File: src/rtl/tcp_tx_arb_pkg.sv
// Shared types and helpers for the two-source TCP transmit arbiter.
// Holds the FSM encoding, the ESTABLISHED default, keep popcount and the round-robin pick.
package tcp_tx_arb_pkg;

  typedef enum logic {
    ST_IDLE = 1'b0,
    ST_SEND = 1'b1
  } arb_state_e;

  localparam logic [3:0] TCP_STATE_ESTABLISHED_DEFAULT = 4'd4;

  function automatic logic [3:0] keep_popcount(input logic [7:0] keep);
    logic [3:0] n;
    n = '0;
    for (int i = 0; i < 8; i++) n = n + {3'b000, keep[i]};
    return n;
  endfunction

  // With both sources requesting, the one that did not own the last segment wins.
  function automatic logic rr_pick(input logic req0, input logic req1, input logic last);
    if (req0 && req1) return ~last;
    return req1;
  endfunction

endpackage

File: src/rtl/tcp_seg_byte_counter.sv
// Accumulates payload bytes of the segment in flight and flags the beat that closes it:
// either the byte total reaches the segment length or the beat is a short final beat.
module tcp_seg_byte_counter
  import tcp_tx_arb_pkg::*;
#(
  parameter int TCP_DATA_LENGTH = 1456,
  localparam int CW = $clog2(TCP_DATA_LENGTH + 8)
) (
  input  logic          clk,
  input  logic          rst_n,
  input  logic          beat_i,
  input  logic [7:0]    tkeep_i,
  output logic          seg_end_o,
  output logic [CW-1:0] count_o
);

  localparam logic [CW-1:0] SEG_LEN = CW'(TCP_DATA_LENGTH);

  logic [CW-1:0] count_q, count_d;
  logic [CW-1:0] sum;

  assign sum       = count_q + CW'(keep_popcount(tkeep_i));
  assign seg_end_o = beat_i && ((sum >= SEG_LEN) || (tkeep_i != 8'hFF));
  assign count_o   = count_q;

  // NOTE: every combinational output gets a default first, so no path leaves it unassigned (no latch).
  always_comb begin
    count_d = count_q;
    if (beat_i) count_d = seg_end_o ? '0 : sum;
  end

  // NOTE: sequential state uses non-blocking assignments only, so all flops update together at the edge.
  always_ff @(posedge clk or negedge rst_n) begin
    if (!rst_n) count_q <= '0;
    else        count_q <= count_d;
  end

endmodule

File: src/rtl/tcp_tx_arbiter.sv
// Segment-aligned round-robin arbiter sharing the TCP core's transmit user stream between
// two AXI-Stream sources; ownership changes only on segment boundaries while ESTABLISHED.
module tcp_tx_arbiter
  import tcp_tx_arb_pkg::*;
#(
  parameter int         TCP_DATA_LENGTH       = 1456,
  parameter logic [3:0] TCP_STATE_ESTABLISHED = TCP_STATE_ESTABLISHED_DEFAULT
) (
  input  logic        s_aclk,
  input  logic        s_aresetn,
  input  logic [3:0]  tcp_state_in,
  input  logic        s0_axis_tvalid,
  output logic        s0_axis_tready,
  input  logic [63:0] s0_axis_tdata,
  input  logic [7:0]  s0_axis_tkeep,
  input  logic        s1_axis_tvalid,
  output logic        s1_axis_tready,
  input  logic [63:0] s1_axis_tdata,
  input  logic [7:0]  s1_axis_tkeep,
  output logic        tx_user_tvalid,
  input  logic        tx_user_tready,
  output logic [63:0] tx_user_tdata,
  output logic [7:0]  tx_user_tkeep,
  output logic        grant,
  output logic        busy,
  output logic [31:0] seg_count0,
  output logic [31:0] seg_count1
);

  localparam int            CW      = $clog2(TCP_DATA_LENGTH + 8);
  localparam logic [CW-1:0] SEG_LEN = CW'(TCP_DATA_LENGTH);

  arb_state_e    state_q, state_d;
  logic          grant_q, grant_d;
  logic          last_grant_q, last_grant_d;
  logic [31:0]   seg_count0_q, seg_count0_d;
  logic [31:0]   seg_count1_q, seg_count1_d;
  logic          req0, req1, beat, seg_end;
  logic [CW-1:0] seg_bytes;

  // Outputs are zero outside SEND, which also makes reset force them low immediately.
  assign busy           = (state_q == ST_SEND);
  assign grant          = grant_q;
  assign tx_user_tvalid = busy & (grant_q ? s1_axis_tvalid : s0_axis_tvalid);
  assign tx_user_tdata  = busy ? (grant_q ? s1_axis_tdata : s0_axis_tdata) : '0;
  assign tx_user_tkeep  = busy ? (grant_q ? s1_axis_tkeep : s0_axis_tkeep) : '0;
  assign s0_axis_tready = busy & ~grant_q & tx_user_tready;
  assign s1_axis_tready = busy &  grant_q & tx_user_tready;
  assign seg_count0     = seg_count0_q;
  assign seg_count1     = seg_count1_q;

  assign beat = tx_user_tvalid & tx_user_tready;
  assign req0 = (tcp_state_in == TCP_STATE_ESTABLISHED) & s0_axis_tvalid;
  assign req1 = (tcp_state_in == TCP_STATE_ESTABLISHED) & s1_axis_tvalid;

  tcp_seg_byte_counter #(.TCP_DATA_LENGTH(TCP_DATA_LENGTH)) u_byte_counter (
    .clk       (s_aclk),
    .rst_n     (s_aresetn),
    .beat_i    (beat),
    .tkeep_i   (tx_user_tkeep),
    .seg_end_o (seg_end),
    .count_o   (seg_bytes)
  );

  always_comb begin
    state_d      = state_q;
    grant_d      = grant_q;
    last_grant_d = last_grant_q;
    seg_count0_d = seg_count0_q;
    seg_count1_d = seg_count1_q;
    case (state_q)
      ST_IDLE: begin
        if (req0 || req1) begin
          state_d = ST_SEND;
          grant_d = rr_pick(req0, req1, last_grant_q);
        end
      end
      ST_SEND: begin
        // Re-arbitrate on the closing beat so back-to-back segments have no bubble.
        if (seg_end) begin
          last_grant_d = grant_q;
          if (grant_q) seg_count1_d = seg_count1_q + 32'd1;
          else         seg_count0_d = seg_count0_q + 32'd1;
          if (req0 || req1) grant_d = rr_pick(req0, req1, grant_q);
          else              state_d = ST_IDLE;
        end
      end
    endcase
  end

  always_ff @(posedge s_aclk or negedge s_aresetn) begin
    if (!s_aresetn) begin
      state_q      <= ST_IDLE;
      grant_q      <= 1'b0;
      last_grant_q <= 1'b1;
      seg_count0_q <= '0;
      seg_count1_q <= '0;
    end else begin
      state_q      <= state_d;
      grant_q      <= grant_d;
      last_grant_q <= last_grant_d;
      seg_count0_q <= seg_count0_d;
      seg_count1_q <= seg_count1_d;
    end
  end

  // A segment always closes on the beat that reaches its length, so the running count stays below it.
  assert property (@(posedge s_aclk) disable iff (!s_aresetn) seg_bytes < SEG_LEN);

endmodule

File: config.mk
export PLATFORM = sky130hd
export DESIGN_NAME = tcp_tx_arbiter
export DESIGN_NICKNAME = d
export VERILOG_FILES = /design/src/rtl/tcp_tx_arb_pkg.sv /design/src/rtl/tcp_seg_byte_counter.sv /design/src/rtl/tcp_tx_arbiter.sv
export SDC_FILE = /design/constraint.sdc
export NUM_CORES = 1
export LEC_CHECK = 0
export BUFFER_PORTS_ARGS = -buffer_cell sky130_fd_sc_hd__buf_2
export CELL_PAD_IN_SITES_DETAIL_PLACEMENT = 0
export CELL_PAD_IN_SITES_GLOBAL_PLACEMENT = 2
export CORE_MARGIN = 10
export CORE_UTILIZATION = 28
export CTS_BUF_LIST = sky130_fd_sc_hd__clkbuf_16
export CTS_CLUSTER_DIAMETER = 200
export DETAILED_ROUTE_END_ITERATION = 7
export PLACE_DENSITY = 0.95
export SLEW_MARGIN = 25
export SYNTH_ARGS = -nofsm -noshare
export SYNTH_HDL_FRONTEND = slang
export SYNTH_SLANG_ARGS = --single-unit
File: constraint.sdc
create_clock -name s_aclk -period 14.9 [get_ports s_aclk]
set_input_delay 2.235 -clock s_aclk [delete_from_list [all_inputs] [get_ports s_aclk]]
set_output_delay 2.235 -clock s_aclk [all_outputs]
set_load 0.005 [all_outputs]
==> results of run 1 <==
-- synthesized netlist by cell type, types with 2 or more instances --
cell type	instances
a211o_1	2
a21oi_1	3
and2_1	7
and3_1	15
buf_1	7
buf_2	7
buf_6	5
clkbuf_1	15
dfrtp_1	77
fa_1	5
ha_1	9
inv_1	22
mux2_2	4
mux2_4	2
mux2i_1	68
nand2_1	35
nand2b_1	4
nand3_1	42
nand4_1	19
nor2_1	15
nor2_2	2
nor2b_1	74
nor3_1	5
nor3_2	15
nor3b_1	2
nor4_1	13
nor4_2	3
nor4b_2	7
o211ai_1	4
o21a_1	2
o21ai_0	15
o311ai_0	2
o311ai_1	2
o31ai_1	3
or3_4	2
xnor2_1	23
xor2_1	42
-- routing by layer --
layer / vias up / part of all wire / global-route usage
li1: 2652 / - / -
met1: 2631 / 0.41 / 0.192
met2: 127 / 0.50 / 0.258
met3: 9 / 0.082 / 0.0599
met4: 0 / 0.0061 / 0.0295
met5: - / 0 / 0
-- critical path, delay by kind of cell --
kind	cells	cell delay, ns
and+or+nand+nor	2	0.44
muxes	2	0.33
AOI/OAI and AO/OA	5	1.36
adders and majority gates	6	2.52
buffers and inverters	3	0.50
-- through the flow --
stage                     hold slack (ns)  setup WS [ns]
after floorplan                     0.455           8.19
after global placement              0.452           7.47
after detailed placement            0.456           7.38
after CTS                           0.470           7.72
after global routing                0.500           7.48
final                               0.467           7.73
-- power by group --
| part | internal (uW) | switching (uW) |
|---|---|---|
| Clock | 110 | 83.7 |
| Sequential | 222 | 29.4 |
| Combinational | 217 | 236 |
| Total | 549 | 349 |
-- cell families (layout without fill, tap and decap cells) --
group / after synthesis / count (layout)
AND/OR/NAND/NOR: 266 / 266
flip-flops: 78 / 78
multiplexers: 74 / 74
XOR/XNOR: 65 / 65
buffers and inverters: 57 / 334
AO/OA/AOI/OAI: 44 / 44
adder cells (fa/ha/maj): 14 / 14
other: 0 / 1
-- sequential cells by signal, summed over array words and instances (netlist names) --
| signal | flops |
|---|---|
| seg_count0 | 32 |
| busy | 1 |
| last_grant_q | 1 |
| u_byte_counter.count_o | 11 |
| grant | 1 |
| seg_count1 | 32 |
-- worst max-delay path by stage --
| stage | end | slack, ns |
|---|---|---|
| 2_1_floorplan | seg_count1[1] | 8.19 |
| 5_1_grt | u_byte_counter.count_o[5] | 7.48 |
| 3_3_place_gp | u_byte_counter.count_o[5] | 7.47 |
| 3_5_place_dp | u_byte_counter.count_o[5] | 7.38 |
| 4_1_cts | u_byte_counter.count_o[5] | 7.72 |
| 6_report | u_byte_counter.count_o[5] | 7.73 |
-- cell type report --
class	count	area, sq um
diodes	1	2.50
clock buffers	9	225
clock inverters	5	30.0
fillers	2087	12500
inverters	22	82.6
multi-input cells	463	3510
flip-flops and latches	78	1960
well taps	270	338
repair buffers	298	1510
==> impl_metrics.json, run 1 <==
{
  "yosysTopAreaCellShare": 0.337,
  "antenna_left": 0,
  "ir_drop_mv": 0.0570,
  "start_util": 0.283,
  "core_sq_um": 20200,
  "post-dp-hpwl_mm": 17.8,
  "crit_path_max_fanout": 17,
  "cts_tree": "yes",
  "hold_class": "reg -> reg",
  "power_leakage_uw": 0.00408,
  "routabilityCongestion": 0.882,
  "synth_mux_area_frac": 0.132,
  "syn_area_sq_um": 5710,
  "timing.rr.start": "busy",
  "period_share": 0.481,
  "critPathLaunch": "s1_axis_tkeep[1]",
  "synth_cell_type_count": 56,
  "layout-drive-gt1-share": 0.407,
  "criticalPathCategory": "in -> reg",
  "ff2ff_path_depth": 17,
  "num_rows": 52,
  "syn2layout_area_growth_pct": 33.9,
  "yosysTopAreaCell": "dfrtp_1",
  "tns_ns": 0,
  "ys_warn_count": 0,
  "nets": 1039,
  "finalInstanceArea_sq_um": 7650,
  "yosys.area_share.simple": 0.288,
  "drcViolationCount": 0,
  "htreeDepth": 3,
  "r2r_setup_slack_ns": 8.77,
  "synth_top_flop_cell": "dfrtp_1",
  "fin_cells": 1146,
  "min_path_cells": 1,
  "clock_sinks": 78,
  "syn_inst": 598,
  "slew_viol_final": 0,
  "period_needed_ns": 7.17,
  "postSynthAreaPerCell_sq_um": 9.56,
  "grt_max_degree": 79,
  "postPlaceCellArea_sq_um": 7390,
  "min_to": "seg_count1[31]",
  "finalWirelength_mm": 22.1,
  "synth_compound_area_frac": 0.0545,
  "setup-violations-final": 0,
  "synth_nets": 765,
  "synth_edf_count": 0,
  "start_kind": "primary input",
  "maxSlewHeadroom": 0.403,
  "power_density_nw_per_um2": 117,
  "cts-root-buf": "clkbuf_16",
  "clk_latency_ns": 0.34,
  "max_freq_mhz": 140,
  "crit_top_cell": "fa_1",
  "grt_pass1_vias": 5570,
  "vias": 5419,
  "async_flop_share": 1.00,
  "r2r-end": "u_byte_counter.count_o[5]",
  "required_ns": 15.12,
  "antenna_found_initial": 1,
  "rsz0062_at_grt": "false",
  "drt-vias-per-instance": 4.73,
  "grt_overflow_total": 0,
  "first_pass_iters": 4,
  "cts_buffers": 9,
  "fp.dieH_microns": 163,
  "finalClockSkew_ns": 0.0105,
  "fp.dieArea_sq_um": 26500,
  "crit_path_max_incr_delay_ns": 0.55,
  "mostFrequentLayoutCell": "buf_2",
  "wl_per_cell_microns": 19.3,
  "io_pins": 294,
  "ys_seq_area_frac": 0.342,
  "clk_pin_slew_ns": 0.06,
  "synth_xor_area_frac": 0.0996,
  "synth_top_family_by_area": "simple AND/OR/NAND/NOR gates",
  "cp_cell_sequence": "buf_2 > mux2i_1 > nor2b_1 > ha_1 > inv_1 > fa_1 > fa_1 > fa_1 > fa_1 > fa_1 > nand2b_1 > a21oi_2 > mux2i_1 > a41oi_2 > o21ai_2 > buf_4 > o21ai_0 > a32o_1",
  "synth_adder_area_share": 0.0372,
  "grt.total_usage": 0.157,
  "post_cts_buffers": 0,
  "synth-seq-cells": 78,
  "cts_buffer_depth": 2,
  "tightestPinTransition_ns": 0.896,
  "port_buffers": 293,
  "hold_buffers": 0,
  "ys_top_cells_by_area": "dfrtp_1 (34%), mux2i_1 (12%), nor2b_1 (8.1%)",
  "finish.utilization": 0.379,
  "placedCellCount": 1131,
  "final_cell_mix": "buf_2 (292), dfrtp_1 (75), nor2b_1 (74), mux2i_1 (68)",
  "maxCapViolCount": 0,
  "critPathSlowestCell": "o21ai_2",
  "grt_pass1_wl_mm": 32.7,
  "cts_resized": 0,
  "dieWidth_microns": 163,
  "status": "finished clean",
  "hp-start": "seg_count1[31]",
  "arrival_ns": 7.39,
  "report.final.hold_viol_count": 0,
  "total_power_uw": 898,
  "critPathCaptureType": "flop",
  "drt_iter0_markers": 238
}
(Power assumes the default switching activity.)
==> inputs of run 2 (changes only) <==
CORE_UTILIZATION = 23   (was 28)
PLACE_DENSITY = 0.86   (was 0.95)
clock period = 6.31 ns   (was 14.9 ns; I/O delays follow)
==> run 2 against run 1 <==
Sequential share of layout area fell by 0.51 points. Setup slack got worse by 7.0 ns. Clock skew fell by 0.0043 ns. Design area rose by 2.0%. Largest cell class unchanged. Sequential power rose by 140%. Die area rose by 19%.
==> impl_metrics.json, run 2 (synthesis gave the netlist of run 1 again) <==
{
  "status": "finished clean",
  "drcViolationCount": 0,
  "post_cts_buffers": 0,
  "critPathCaptureType": "flop",
  "finalInstanceArea_sq_um": 7810,
  "vias": 5387,
  "cts_tree": "yes",
  "maxCapViolCount": 0,
  "post-dp-hpwl_mm": 18.5,
  "finalWirelength_mm": 23.1,
  "maxSlewHeadroom": 0.374,
  "cts_buffer_depth": 2,
  "port_buffers": 293,
  "period_needed_ns": 5.62,
  "grt_pass1_wl_mm": 34.2,
  "mostFrequentLayoutCell": "buf_2",
  "ir_drop_mv": 0.138,
  "max_freq_mhz": 178,
  "hold_buffers": 0,
  "htreeDepth": 3,
  "start_kind": "flop",
  "core_sq_um": 24400,
  "fill_cells": 2636,
  "antenna_found_initial": 0,
  "criticalPathCategory": "reg -> reg",
  "cts-root-buf": "clkbuf_16",
  "grt_max_degree": 57,
  "grt_overflow_total": 0,
  "clock_sinks": 78,
  "final_cell_mix": "buf_2 (292), dfrtp_1 (75), nor2b_1 (74), mux2i_1 (68)",
  "start_util": 0.234,
  "grt_pass1_vias": 5544,
  "multi_input_area_sq_um": 3500,
  "drt_iter0_markers": 273,
  "syn2layout_area_growth_pct": 36.7,
  "crit_path_max_fanout": 48,
  "setup-violations-final": 0,
  "fin_cells": 1203,
  "report.final.hold_viol_count": 0,
  "clk_latency_ns": 0.35,
  "area.sequential_sq_um": 1960,
  "num_rows": 57,
  "rsz0062_at_grt": "false",
  "clk_pin_slew_ns": 0.06,
  "grt.total_usage": 0.139,
  "wl_per_cell_microns": 19.2,
  "tightestPinTransition_ns": 0.939,
  "placedCellCount": 1188,
  "postPlaceCellArea_sq_um": 7500,
  "hold_class": "reg -> reg",
  "cts_buffers": 9,
  "power_leakage_uw": 0.00413,
  "nets": 1042,
  "arrival_ns": 5.89,
  "n_antenna_cell": 0,
  "drt-vias-per-instance": 4.48,
  "layout-drive-gt1-share": 0.408,
  "power_density_nw_per_um2": 285,
  "antenna_left": 0,
  "period_share": 0.891,
  "fp.dieArea_sq_um": 31500,
  "tns_ns": 0,
  "fp.dieH_microns": 178,
  "required_ns": 6.58,
  "slew_viol_final": 0,
  "first_pass_iters": 4,
  "dieWidth_microns": 178,
  "routabilityCongestion": 0.773,
  "cts_resized": 0,
  "io_pins": 294,
  "finalClockSkew_ns": 0.00618
}
==> run 2: through the flow <==
| stage | hold slack [ns] | util | total power, uW | setup slack, ns |
|---|---|---|---|---|
| 6_report | 0.459 | 0.320 | 2220 | 0.690 |
| 5_1_grt | 0.475 | 0.320 | 2390 | 0.395 |
| 4_1_cts | 0.464 | 0.320 | 2270 | 0.658 |
| 3_5_place_dp | 0.451 | 0.308 | 1710 | 0.423 |
| 3_3_place_gp | 0.451 | 0.308 | 1700 | 0.466 |
| 2_1_floorplan | 0.455 | - | 1250 | 0.631 |
==> run 2: worst paths after layout <==
check / from / end / slack (ns) / depth (start not counted)
setup / recovery: grant / seg_count0[27] / 0.69 / 17
hold / removal: seg_count1[31] / seg_count1[31] / 0.46 / 1
setup reg to reg: grant / seg_count0[27] / 0.69 / 17
hold reg to reg: seg_count1[31] / seg_count1[31] / 0.46 / 1
max in group asynchronous: s_aresetn / grant / 4.72 / 2
min in group asynchronous: s_aresetn / seg_count0[22] / 0.53 / 1
==> run 2: report_power, final <==
group	switching, uW	leakage, uW	internal (uW)
registers	73.3	0.00107	525
clock network	212	0.000154	341
logic	554	0.00291	517
==> run 2: worst max-delay path: stages, from the launching register on <==
cell	delay, ns
dfrtp_4	0.67
mux2i_1	0.23
nor2b_1	0.08
ha_1	0.27
inv_1	0.05
fa_1	0.49
fa_1	0.42
fa_1	0.41
fa_1	0.50
fa_1	0.46
nand2b_1	0.18
a21oi_2	0.30
mux2i_1	0.25
a41oi_2	0.15
o21a_2	0.24
buf_12	0.19
nor4_1	0.40
xor2_1	0.19
==> run 2: per-layer routing <==
layer	part of all wire	wire [microns]	GRT usage	vias to the layer above
met5	0	0	0	-
met2	0.52	12100	0.237	111
met1	0.43	9850	0.175	2613
met4	0.011	245	0.0320	0
li1	-	-	-	2650
met3	0.041	940	0.0302	13
==> run 2: area by class of cell <==
type / count / area share
clock inverter: 6 / 0.0103
inverter: 22 / 0.0106
tap: 324 / 0.0519
timing repair buffer: 301 / 0.199
clock buffer: 9 / 0.0288
sequential: 78 / 0.251
multi-input combinational: 463 / 0.449
==> inputs of run 3 (changes only) <==
CELL_PAD_IN_SITES_DETAIL_PLACEMENT = not set   (was 0)
CELL_PAD_IN_SITES_GLOBAL_PLACEMENT = not set   (was 2)
CORE_UTILIZATION = 42   (was 23)
PLACE_DENSITY = 0.88   (was 0.86)
==> run 3 against run 2 <==
Power down 2.3%. Combinational power about the same. Utilization up 25 points. Largest cell class unchanged. Critical endpoint is now seg_count1[12]. Largest power group unchanged. Sequential power about the same. Clock power down 11%. Highest routed layer unchanged. Count of clock-buffer cells in the layout unchanged. Critical path type unchanged. Critical path depth unchanged. Via count up 3.0%.
==> impl_metrics.json, run 3 (synthesis gave the netlist of run 1 again) <==
{
  "status": "finished clean",
  "cts_buffer_depth": 2,
  "antenna_left": 0,
  "crit_path_max_incr_delay_ns": 0.66,
  "core_sq_um": 13300,
  "hp-start": "seg_count1[31]",
  "mostFrequentLayoutCell": "buf_2",
  "maxCapViolCount": 0,
  "fp.dieH_microns": 137,
  "layout-drive-gt1-share": 0.407,
  "first_pass_iters": 5,
  "postPlaceCellArea_sq_um": 7290,
  "ff2ff_path_depth": 17,
  "start_util": 0.430,
  "wl_per_cell_microns": 19.8,
  "cp.depth": 17,
  "finalClockSkew_ns": 0.00661,
  "grt.total_usage": 0.210,
  "io_pins": 294,
  "finalWirelength_mm": 20.8,
  "critPathCaptureType": "flop",
  "required_ns": 6.55,
  "r2r_setup_slack_ns": 0.65,
  "hold_ws_ns": 0.461,
  "finish.utilization": 0.570,
  "start_kind": "flop",
  "crit_path_max_fanout": 48,
  "period_needed_ns": 5.66,
  "drt_iter0_markers": 296,
  "placedCellCount": 1038,
  "cts_resized": 0,
  "criticalPathCategory": "reg -> reg",
  "finalInstanceArea_sq_um": 7580,
  "cts-root-buf": "clkbuf_16",
  "fp.dieArea_sq_um": 18700,
  "cts_tree": "yes",
  "grt_pass1_vias": 5547,
  "r2r-end": "seg_count1[12]",
  "rsz0062_at_grt": "false",
  "tightestPinTransition_ns": 0.918,
  "grt_pass1_wl_mm": 30.9,
  "grt_overflow_total": 0,
  "critPathSlowestCell": "dfrtp_4",
  "period_share": 0.897,
  "slew_viol_final": 0,
  "worst-path-buf-inv": 2,
  "ir_drop_mv": 0.174,
  "n_antenna_cell": 0,
  "post-dp-hpwl_mm": 17.0,
  "cp_cell_sequence": "mux2i_1 > nor2b_1 > ha_1 > inv_1 > fa_1 > fa_1 > fa_1 > fa_1 > fa_1 > nand2b_1 > a21oi_2 > mux2i_1 > a41oi_2 > o21a_2 > buf_12 > nor4_1 > xor2_1",
  "syn2layout_area_growth_pct": 32.6,
  "crit_family": "adder cells",
  "crit_top_cell": "fa_1",
  "report.final.hold_viol_count": 0,
  "clock_sinks": 78,
  "final_cell_mix": "buf_2 (292), dfrtp_1 (75), nor2b_1 (74), mux2i_1 (68)",
  "power_density_nw_per_um2": 286,
  "port_buffers": 293,
  "post_cts_buffers": 0,
  "routabilityCongestion": 0.942,
  "maxSlewHeadroom": 0.387,
  "hold_buffers": 0,
  "arrival_ns": 5.90,
  "clk_latency_ns": 0.33,
  "nets": 1040,
  "htreeDepth": 3,
  "drcViolationCount": 0,
  "hold_class": "reg -> reg",
  "min_path_cells": 1,
  "antenna_found_initial": 0,
  "power_leakage_uw": 0.00410,
  "grt_max_degree": 79,
  "num_rows": 42,
  "max_freq_mhz": 177,
  "setup-violations-final": 0,
  "clk_pin_slew_ns": 0.06,
  "fin_cells": 1053,
  "dieWidth_microns": 137,
  "min_to": "seg_count1[31]",
  "vias": 5548,
  "drt-vias-per-instance": 5.27,
  "tns_ns": 0,
  "timing.rr.start": "grant",
  "cts_buffers": 9
}
## run 3: how the worst max path moves through the flow
stage | start | to | slack [ns]
4_1_cts | grant | seg_count1[12] | 0.64
6_report | grant | seg_count1[12] | 0.65
2_1_floorplan | grant | seg_count1[1] | 0.63
3_5_place_dp | s0_axis_tkeep[1] | seg_count1[1] | 0.37
5_1_grt | grant | seg_count1[12] | 0.37
3_3_place_gp | s1_axis_tkeep[1] | seg_count1[1] | 0.52
## run 3: power breakdown
group          total [uW]  leakage (uW)  switching [uW]  internal (uW)
clock                 492      0.000140             192            300
sequential            595       0.00107            69.8            525
combinational        1080       0.00290             568            516
total                2170       0.00410             830           1340
## run 3: through the flow
| stage | power [uW] | setup WS [ns] |
|---|---|---|
| after floorplan | 1250 | 0.631 |
| after CTS | 2190 | 0.639 |
| after global routing | 2330 | 0.375 |
| after global placement | 1660 | 0.516 |
| after detailed placement | 1690 | 0.371 |
| final | 2170 | 0.650 |
## run 3: final cells by class
| cell class | count | area [sq um] |
|---|---|---|
| Timing Repair Buffer | 299 | 1530 |
| Clock inverter | 6 | 55.1 |
| Sequential cell | 78 | 1960 |
| Inverter | 22 | 82.6 |
| Multi-Input combinational cell | 463 | 3510 |
| Tap cell | 176 | 220 |
| Clock buffer | 9 | 225 |
| Fill cell | 1186 | 5720 |
## run 3: worst register-to-register path, stage by stage (launching register included)
cell      delay [ns]
dfrtp_4         0.66
mux2i_1         0.26
nor2b_1         0.08
ha_1            0.28
inv_1           0.05
fa_1            0.50
fa_1            0.43
fa_1            0.41
fa_1            0.50
fa_1            0.46
nand2b_1        0.19
a21oi_2         0.31
mux2i_1         0.26
a41oi_2         0.16
o21a_2          0.24
buf_12          0.19
nor4_1          0.38
xor2_1          0.22
## run 3: routing by layer
layer / vias to the layer above / GRT usage / share of wire
met1: 2641 / 0.250 / 0.38
li1: 2652 / - / -
met4: 0 / 0.0479 / 0.013
met3: 22 / 0.0909 / 0.11
met5: - / 0 / 0
met2: 233 / 0.341 / 0.50
